===== src/rtl/pipelined_adder.sv =====
// ---------------------------------------------------------------------------
// pipelined_adder
//   Two-operand adder/subtractor split into STAGES equal chunks of
//   CW = WIDTH/STAGES bits. One chunk is resolved per clock and the carry is
//   registered between stages, so long carry chains never span more than one
//   chunk per cycle. A single global advance (adv) moves or freezes the whole
//   pipe, which keeps bubbles in place and results in acceptance order.
//
// Parameters
//   WIDTH   operand/result width, must be a multiple of STAGES
//   STAGES  pipeline depth (>= 1)
//
// Ports
//   clk        rising-edge clock
//   rst_n      asynchronous active-low reset
//   in_valid   input transaction present
//   in_ready   block accepts input this cycle (= adv)
//   a, b       operands
//   cin        carry-in, ignored when sub=1
//   sub        0: a+b+cin   1: a-b (a+~b+1)
//   out_valid  result present
//   out_ready  downstream accepts result
//   sum        result modulo 2^WIDTH
//   cout       carry out of MSB (in subtract mode 1 = no borrow)
//   ovf        signed overflow
// ---------------------------------------------------------------------------
module pipelined_adder #(
   parameter int WIDTH  = 16,
   parameter int STAGES = 4
) (
   input  logic             clk,
   input  logic             rst_n,
   input  logic             in_valid,
   output logic             in_ready,
   input  logic [WIDTH-1:0] a,
   input  logic [WIDTH-1:0] b,
   input  logic             cin,
   input  logic             sub,
   output logic             out_valid,
   input  logic             out_ready,
   output logic [WIDTH-1:0] sum,
   output logic             cout,
   output logic             ovf
);

   localparam int CW = WIDTH / STAGES;

   // Stage k registers: operands (b already conditioned for subtract),
   // partial sum with chunks 0..k filled, carry out of chunk k, valid bit.
   logic [WIDTH-1:0]  r_a [STAGES];
   logic [WIDTH-1:0]  r_b [STAGES];
   logic [WIDTH-1:0]  r_s [STAGES];
   logic [STAGES-1:0] r_c;
   logic [STAGES-1:0] r_v;
   logic              r_ovf;

   // w_src_*[k] is what feeds stage k: the ports for stage 0, the previous
   // stage's registers otherwise.
   logic [WIDTH-1:0]  w_src_a [STAGES];
   logic [WIDTH-1:0]  w_src_b [STAGES];
   logic [WIDTH-1:0]  w_src_s [STAGES];
   logic [WIDTH-1:0]  w_nxt_s [STAGES];
   logic [STAGES-1:0] w_src_c;
   logic [STAGES-1:0] w_src_v;
   logic [STAGES-1:0] w_cy;
   logic [CW-1:0]     w_chunk [STAGES];
   logic              w_adv;
   logic              w_cmsb;
   logic              w_ovf;

   assign w_adv    = !r_v[STAGES-1] || out_ready;
   assign in_ready = w_adv;

   always_comb begin
      w_src_a[0] = a;
      w_src_b[0] = sub ? ~b : b;
      w_src_c[0] = sub | cin;
      w_src_s[0] = '0;
      w_src_v[0] = in_valid;
      for (int k = 1; k < STAGES; k++) begin
         w_src_a[k] = r_a[k-1];
         w_src_b[k] = r_b[k-1];
         w_src_c[k] = r_c[k-1];
         w_src_s[k] = r_s[k-1];
         w_src_v[k] = r_v[k-1];
      end
      for (int k = 0; k < STAGES; k++) begin
         {w_cy[k], w_chunk[k]} = {1'b0, w_src_a[k][k*CW +: CW]}
                               + {1'b0, w_src_b[k][k*CW +: CW]}
                               + {{CW{1'b0}}, w_src_c[k]};
         w_nxt_s[k]             = w_src_s[k];
         w_nxt_s[k][k*CW +: CW] = w_chunk[k];
      end
      // Carry into the MSB is recovered from the MSB sum bit and its operands.
      w_cmsb = w_src_a[STAGES-1][WIDTH-1] ^ w_src_b[STAGES-1][WIDTH-1]
             ^ w_nxt_s[STAGES-1][WIDTH-1];
      w_ovf  = w_cmsb ^ w_cy[STAGES-1];
   end

   always_ff @(posedge clk or negedge rst_n) begin
      if (!rst_n) begin
         for (int k = 0; k < STAGES; k++) begin
            r_a[k] <= '0;
            r_b[k] <= '0;
            r_s[k] <= '0;
         end
         r_c   <= '0;
         r_v   <= '0;
         r_ovf <= 1'b0;
      end else if (w_adv) begin
         for (int k = 0; k < STAGES; k++) begin
            r_a[k] <= w_src_a[k];
            r_b[k] <= w_src_b[k];
            r_s[k] <= w_nxt_s[k];
         end
         r_c   <= w_cy;
         r_v   <= w_src_v;
         r_ovf <= w_ovf;
      end
   end

   assign out_valid = r_v[STAGES-1];
   assign sum       = r_s[STAGES-1];
   assign cout      = r_c[STAGES-1];
   assign ovf       = r_ovf;

endmodule


===== config.mk =====
export PLATFORM = sky130hd
export DESIGN_NAME = pipelined_adder
export DESIGN_NICKNAME = d
export VERILOG_FILES = /design/src/rtl/pipelined_adder.sv
export SDC_FILE = /design/constraint.sdc
export NUM_CORES = 1
export LEC_CHECK = 0
export BUFFER_PORTS_ARGS = -buffer_cell sky130_fd_sc_hd__buf_4
export CAP_MARGIN = 0
export CORE_MARGIN = 3
export CORE_UTILIZATION = 50
export DETAILED_ROUTE_END_ITERATION = 8
export PLACE_DENSITY_LB_ADDON = 0.25
export SYNTH_ARGS = -nofsm -noshare
export SYNTH_HDL_FRONTEND = slang
export SYNTH_SLANG_ARGS = --single-unit

===== constraint.sdc =====
create_clock -name clk -period 2.43 [get_ports clk]
set_clock_uncertainty 0.05 [all_clocks]
set_input_delay 0.729 -clock clk [delete_from_list [all_inputs] [get_ports clk]]
set_output_delay 0.729 -clock clk [all_outputs]
set_load 0.05 [all_outputs]

==> qor.yml, run 1 <==
run_status:
  status: "completed"
clock_network:
  cts_tree: "yes"
  cts_resized: 0
  cts_sinks: 97
  insertion_delay_ps: 350
  cts_buffer_depth: 2
  path_clk_slew_ps: 90
  post_cts_buffers: 0
  cts_root_buf: "clkbuf_8"
  htree_levels: 3
  numCtsBuffers: 9
  hold_buffers: 0
logic_synthesis:
  yosys.area_share.simple: 0.2050
  syn_inst: 465
  avgSynthCellArea_um2: 9.463
  synth_xor_area_frac: 0.04976
  synth_top_cells_by_area: "dfrtp_1 55%, nand2_1 19%, fa_1 3.6%, buf_4 3.6%, ha_1 3.4%"
  ys_ff_latch: 97
  synth_compound_gate_area_share: 0.05459
  synthMuxAreaShare: 0
  ys_types: 22
  ys_seq_area_frac: 0.5516
  syn_area_um2: 4400
  yosys.area.top_type: "dfrtp_1"
  synth_fa_ha_area_frac: 0.07051
  synth_top_family_by_area: "simple AND/OR/NAND/NOR gates"
  ys_warn_count: 0
  synth_top_area_share: 0.5516
  synth_nets: 523
route:
  vias: 2919
  via_per_inst: 4.785
  firstDrtPassIters: 4
  drc: 0
  drt_iter0_markers: 156
  wl_per_cell_um: 12.11
  ant_nets: 0
  routed_wl_mm: 7.386
worst_setup_path:
  cp_num_buf_inv: 1
  critPathTopFamily: "adder cells"
  crit_cells: 7
  crit_type: "in -> reg"
  start_kind: "primary input"
  cp-end-kind: "flop"
  worst_path_max_delay_cell: "fa_2"
  crit_fanout: 3
  arrival_ps: 2290
  crit_chain: "buf_4, or2_4, fa_2, fa_2, a21o_1, a21oi_1, a21oi_1"
  slowest_delay_ps: 420
  reg2reg_depth: 6
  cp_data_required_time_ps: 2590
finish:
  n_fill_cell: 739
  nets: 558
  seqCellArea_um2: 2427
  multi_input_area_um2: 1684
  finalInstanceArea_um2: 4931
  post-route-util: 0.5883
  diodes: 0
  drive_gt1_frac: 0.1683
  area_growth_pct: 12.06
floorplanning:
  rows: 33
  dieArea_um2: 9963
  die_x_um: 99.82
  die_h_um: 99.82
  io_pins: 58
  coreArea_um2: 8382
  start_util: 0.5250
grt:
  groute.layer.met2.usage: 0.2648
  track_usage: 0.1629
  grt_use_met1: 0.2166
  grt_first_pass_wirelength_mm: 13.02
  antenna_found_initial: 0
  gr-total-overflow: 0
  grt_pass1_vias: 2912
  grt_start_max_net_pins: 108
  grt.busiest_layer: "met2"
  grtUsageMet3: 0.03892
power_and_ir_drop:
  internal_power_w: 0.003714
  seq_power_share: 0.429
  powerDensity_nw_per_um2: 1291
  p_leak_nw: 2.559
  pwr-share-clk: 0.145
  pwr-share-comb: 0.426
  switching_share: 0.4165
  p_sw_w: 0.002651
  irDropWorstVdd_mv: 0.6014
timing:
  holdWs_ps: 253.3
  finalSetupViolCount: 0
  relSlewSlack: 0.4313
  maxClockFrequency_mhz: 469.6
  slew_violations: 0
  tightest_slew_ps: 853.0
  period_share: 0.8764
  rsz0062_at_grt: "no"
  finalSetupTns_ps: 0
  fin_crit_ps: 2130
  hold_viol: 0
placement:
  place_hpwl_mm: 4.945
  placed_area_um2: 4758
  gp_congestion: 0.7882
  port_buffers: 57
job:
  drv_cap: 0
min_path:
  worstHoldPathType: "in -> async"
-- flip-flops by register name, summed over array words and instances (netlist names) --
register	flops
r_a	24
r_b	24
r_s	24
sum	16
r_c	4
r_v	4
ovf	1
-- through the flow --
stage / total power [W] / setup slack (ps) / instances
2_1_floorplan: 0.004995 / -119.1 / 465
4_1_cts: 0.006440 / 315.9 / 610
5_1_grt: 0.006923 / 263.9 / 610
6_report: 0.006365 / 300.4 / 610
3_3_place_gp: 0.005417 / -30.00 / 594
3_5_place_dp: 0.005517 / -79.36 / 594
-- worst paths after layout --
path	startpoint	to	slack (ps)
hold reg to reg	r_a[58]	r_a[58]	420
min in group clk	r_a[58]	r_a[58]	420
hold / removal	rst_n	sum[0]	250
setup / recovery	sub	r_c[0]	300
max in group asynchronous	rst_n	sum[11]	1460
setup reg to reg	r_a[28]	ovf	390
-- worst reg2reg max path, stage by stage, from the launching register on --
cell     delay [ps]
dfrtp_1         410
fa_1            460
fa_1            420
a21o_1          210
a21oi_2         170
xnor2_1         140
o21ai_1          70
-- cell families (layout without fill, tap and decap cells) --
| kind of cell | count (synthesis) | count (layout) |
|---|---|---|
| simple gates | 237 | 237 |
| flops | 97 | 97 |
| compound gates | 43 | 43 |
| buf+inv | 43 | 83 |
| xor+xnor | 25 | 25 |
| fa+ha+maj | 20 | 20 |
-- power by group through the flow --
stage	clock [W]	sequential, W	combinational, W
2_1_floorplan	0	0.00275	0.00225
3_3_place_gp	0	0.00274	0.00268
3_5_place_dp	0	0.00277	0.00275
4_1_cts	0.000952	0.00274	0.00275
5_1_grt	0.00102	0.00283	0.00307
6_report	0.000920	0.00273	0.00271
-- synth_stat cells (all sizes together) --
cell    number
nand2      225
dfrtp       97
buf         38
o21ai       22
xnor2       16
a21oi       14
ha          12
xor2         9
fa           8
nor2         8
a21o         7
inv          4
nor2b        2
clkbuf       1
nand2b       1
or2          1
-- layer usage --
metal	wire, µm	share of wire	vias to the layer above
met4	60	0.0081	0
met5	0	0	-
met2	3395	0.46	45
met1	3651	0.49	1374
met3	279	0.038	6
li1	-	-	1494
-- cell type report --
cell class              count  share of cell area
multi-input cells         325              0.3415
inverters                   4            0.003552
well taps                 105             0.02664
repair buffers             63              0.1010
clock buffers              10             0.02588
clock inverters             6            0.009135
flip-flops and latches     97              0.4923
-- cells in the final DEF, fill, tap and decap left out, drive strengths merged --
master,Yosys,final
clkinv,0,3
dfrtp,97,97
nand2b,1,1
inv,4,4
buf,38,63
or2,1,1
clkbuf,1,10
a21oi,14,14
xor2,9,9
clkinvlp,0,3
o21ai,22,22
nor2,8,8
nor2b,2,2
ha,12,12
fa,8,8
a21o,7,7
nand2,225,225
xnor2,16,16
(Power assumes the default switching activity.)
==> run 2: changes to the inputs <==
- CORE_MARGIN: 3 -> 4
- SETUP_SLACK_MARGIN: not set -> 0.4
==> qor.yml, run 2 (same netlist as run 1, synthesis figures left out) <==
finish:
  area_growth_pct: 13.36
  drive_gt1_frac: 0.1746
  final_cell_mix: "225 x nand2_1, 97 x dfrtp_1, 61 x buf_4, 20 x o21ai_0, 16 x xnor2_1"
  finalInstanceArea_um2: 4989
  nets: 559
  largestRegisters: "r_a (24), r_b (24), r_s (24)"
  final_common_cell: "nand2_1"
  post-route-util: 0.5952
  fin_cells: 609
  diodes: 0
power_and_ir_drop:
  irDropWorstVdd_mv: 0.6262
  p_leak_nw: 2.592
  powerDensity_nw_per_um2: 1319
floorplanning:
  coreArea_um2: 8382
  io_pins: 58
  dieArea_um2: 10370
  rows: 33
  die_x_um: 101.8
  start_util: 0.5250
  die_h_um: 101.8
clock_network:
  cts_sinks: 97
  cts_root_buf: "clkbuf_8"
  cts_buffer_depth: 2
  path_clk_slew_ps: 80
  insertion_delay_ps: 350
  hold_buffers: 0
  numCtsBuffers: 9
  cts_tree: "yes"
  htree_levels: 3
run_status:
  status: "completed"
timing:
  holdWs_ps: 221.1
  maxClockFrequency_mhz: 490.5
  tightest_slew_ps: 427.4
  finalSetupViolCount: 0
  slew_violations: 0
  setup_slack_ps: 391.1
  fin_crit_ps: 2039
  period_share: 0.8391
  rsz0062_at_grt: "yes"
  relSlewSlack: 0.7150
  hold_viol: 0
route:
  drc: 0
  firstDrtPassIters: 4
  via_per_inst: 4.826
  vias: 2939
  ant_nets: 0
  wl_per_cell_um: 12.46
  routed_wl_mm: 7.590
  drt_iter0_markers: 129
grt:
  grt.busiest_layer: "met2"
  groute.layer.met2.usage: 0.2530
  antenna_found_initial: 0
  grt_use_met1: 0.2280
  gr-total-overflow: 0
  track_usage: 0.1630
  grtUsageMet3: 0.03003
  grt_pass1_vias: 3009
  grt_start_max_net_pins: 108
  grt_first_pass_wirelength_mm: 13.48
placement:
  port_buffers: 57
  dp_slack_ps: -47.05
  place_hpwl_mm: 5.045
  gp_congestion: 0.7555
  dpl.cell_count: 594
  placed_area_um2: 4775
worst_setup_path:
  slowest_delay_ps: 400
  start_kind: "primary input"
  worst_path_max_delay_cell: "fa_2"
  path_common_cell: "fa_2"
  critPathTopFamily: "adder cells"
  crit_fanout: 4
  crit_type: "in -> reg"
  cp_num_buf_inv: 1
  cp_data_required_time_ps: 2610
  cp-end-kind: "flop"
  arrival_ps: 2220
  crit_chain: "buf_4, or2_4, fa_2, fa_2, a21o_1, a21oi_2, a21oi_1"
min_path:
  worstHoldPathType: "in -> async"
job:
  drv_cap: 0
[run 2: cell count changes in the layout (fill, tap and decap cells not counted), moves of 2 or more]
cell / before / now
a21oi_2: 2 / 4
fa_2: 2 / 4
clkinv_4: 2 / 0
clkinvlp_4: 3 / 0
fa_1: 6 / 4
bufinv_16: 0 / 2
a21oi_1: 12 / 10
[run 2: stage by stage]
| stage | power [W] | TNS [ps] |
|---|---|---|
| 3_5_place_dp | 0.005539 | -47.05 |
| 3_3_place_gp | 0.005435 | -23.42 |
| 2_1_floorplan | 0.005002 | -111.0 |
| 6_report | 0.006578 | 0 |
| 5_1_grt | 0.007130 | 0 |
| 4_1_cts | 0.006646 | 0 |
[run 2: worst register-to-register path, cell delays in order, from the launching register on]
cell and delay, ps:
dfrtp_1 420, fa_1 480, fa_1 430, a21o_1 190
a21oi_1 150, a21oi_1 80
[run 2: area by class of cell]
cell class	instances	area, µm²
tap	105	131.4
clock inverter	4	70.07
fill	734	3393
multi-input combinational	325	1697
timing repair buffer	64	518.0
inverter	4	17.52
clock buffer	10	127.6
sequential	97	2427
[run 2: metal layers]
metal	vias up	part of all wire
met5	-	0
met4	0	0.016
met3	8	0.049
met2	63	0.45
met1	1378	0.48
li1	1490	-
[run 2: timing repair]
action	CTS	global route
buffers inserted	0	1
resized for setup	1	2
endpoints found under the setup margin	3	3
pin swaps	1	2
hold endpoints to repair	0	0
gates cloned	0	0
[run 2: final timing paths]
path	from	to	slack, ps	depth (start not counted)
setup / recovery	sub	r_c[0]	390	7
hold / removal	rst_n	r_s[16]	220	1
setup reg to reg	r_a[52]	r_c[1]	500	5
hold reg to reg	r_v[2]	r_v[3]	410	1
max in group asynchronous	rst_n	r_b[53]	1560	2
min in group clk	r_v[2]	r_v[3]	410	1
[run 2: where the power goes]
part,switching (W),total (W),internal [W]
combinational,0.00173,0.00277,0.00104
sequential,0.000404,0.00274,0.00233
clock,0.000508,0.00107,0.000566
total,0.00264,0.00658,0.00394
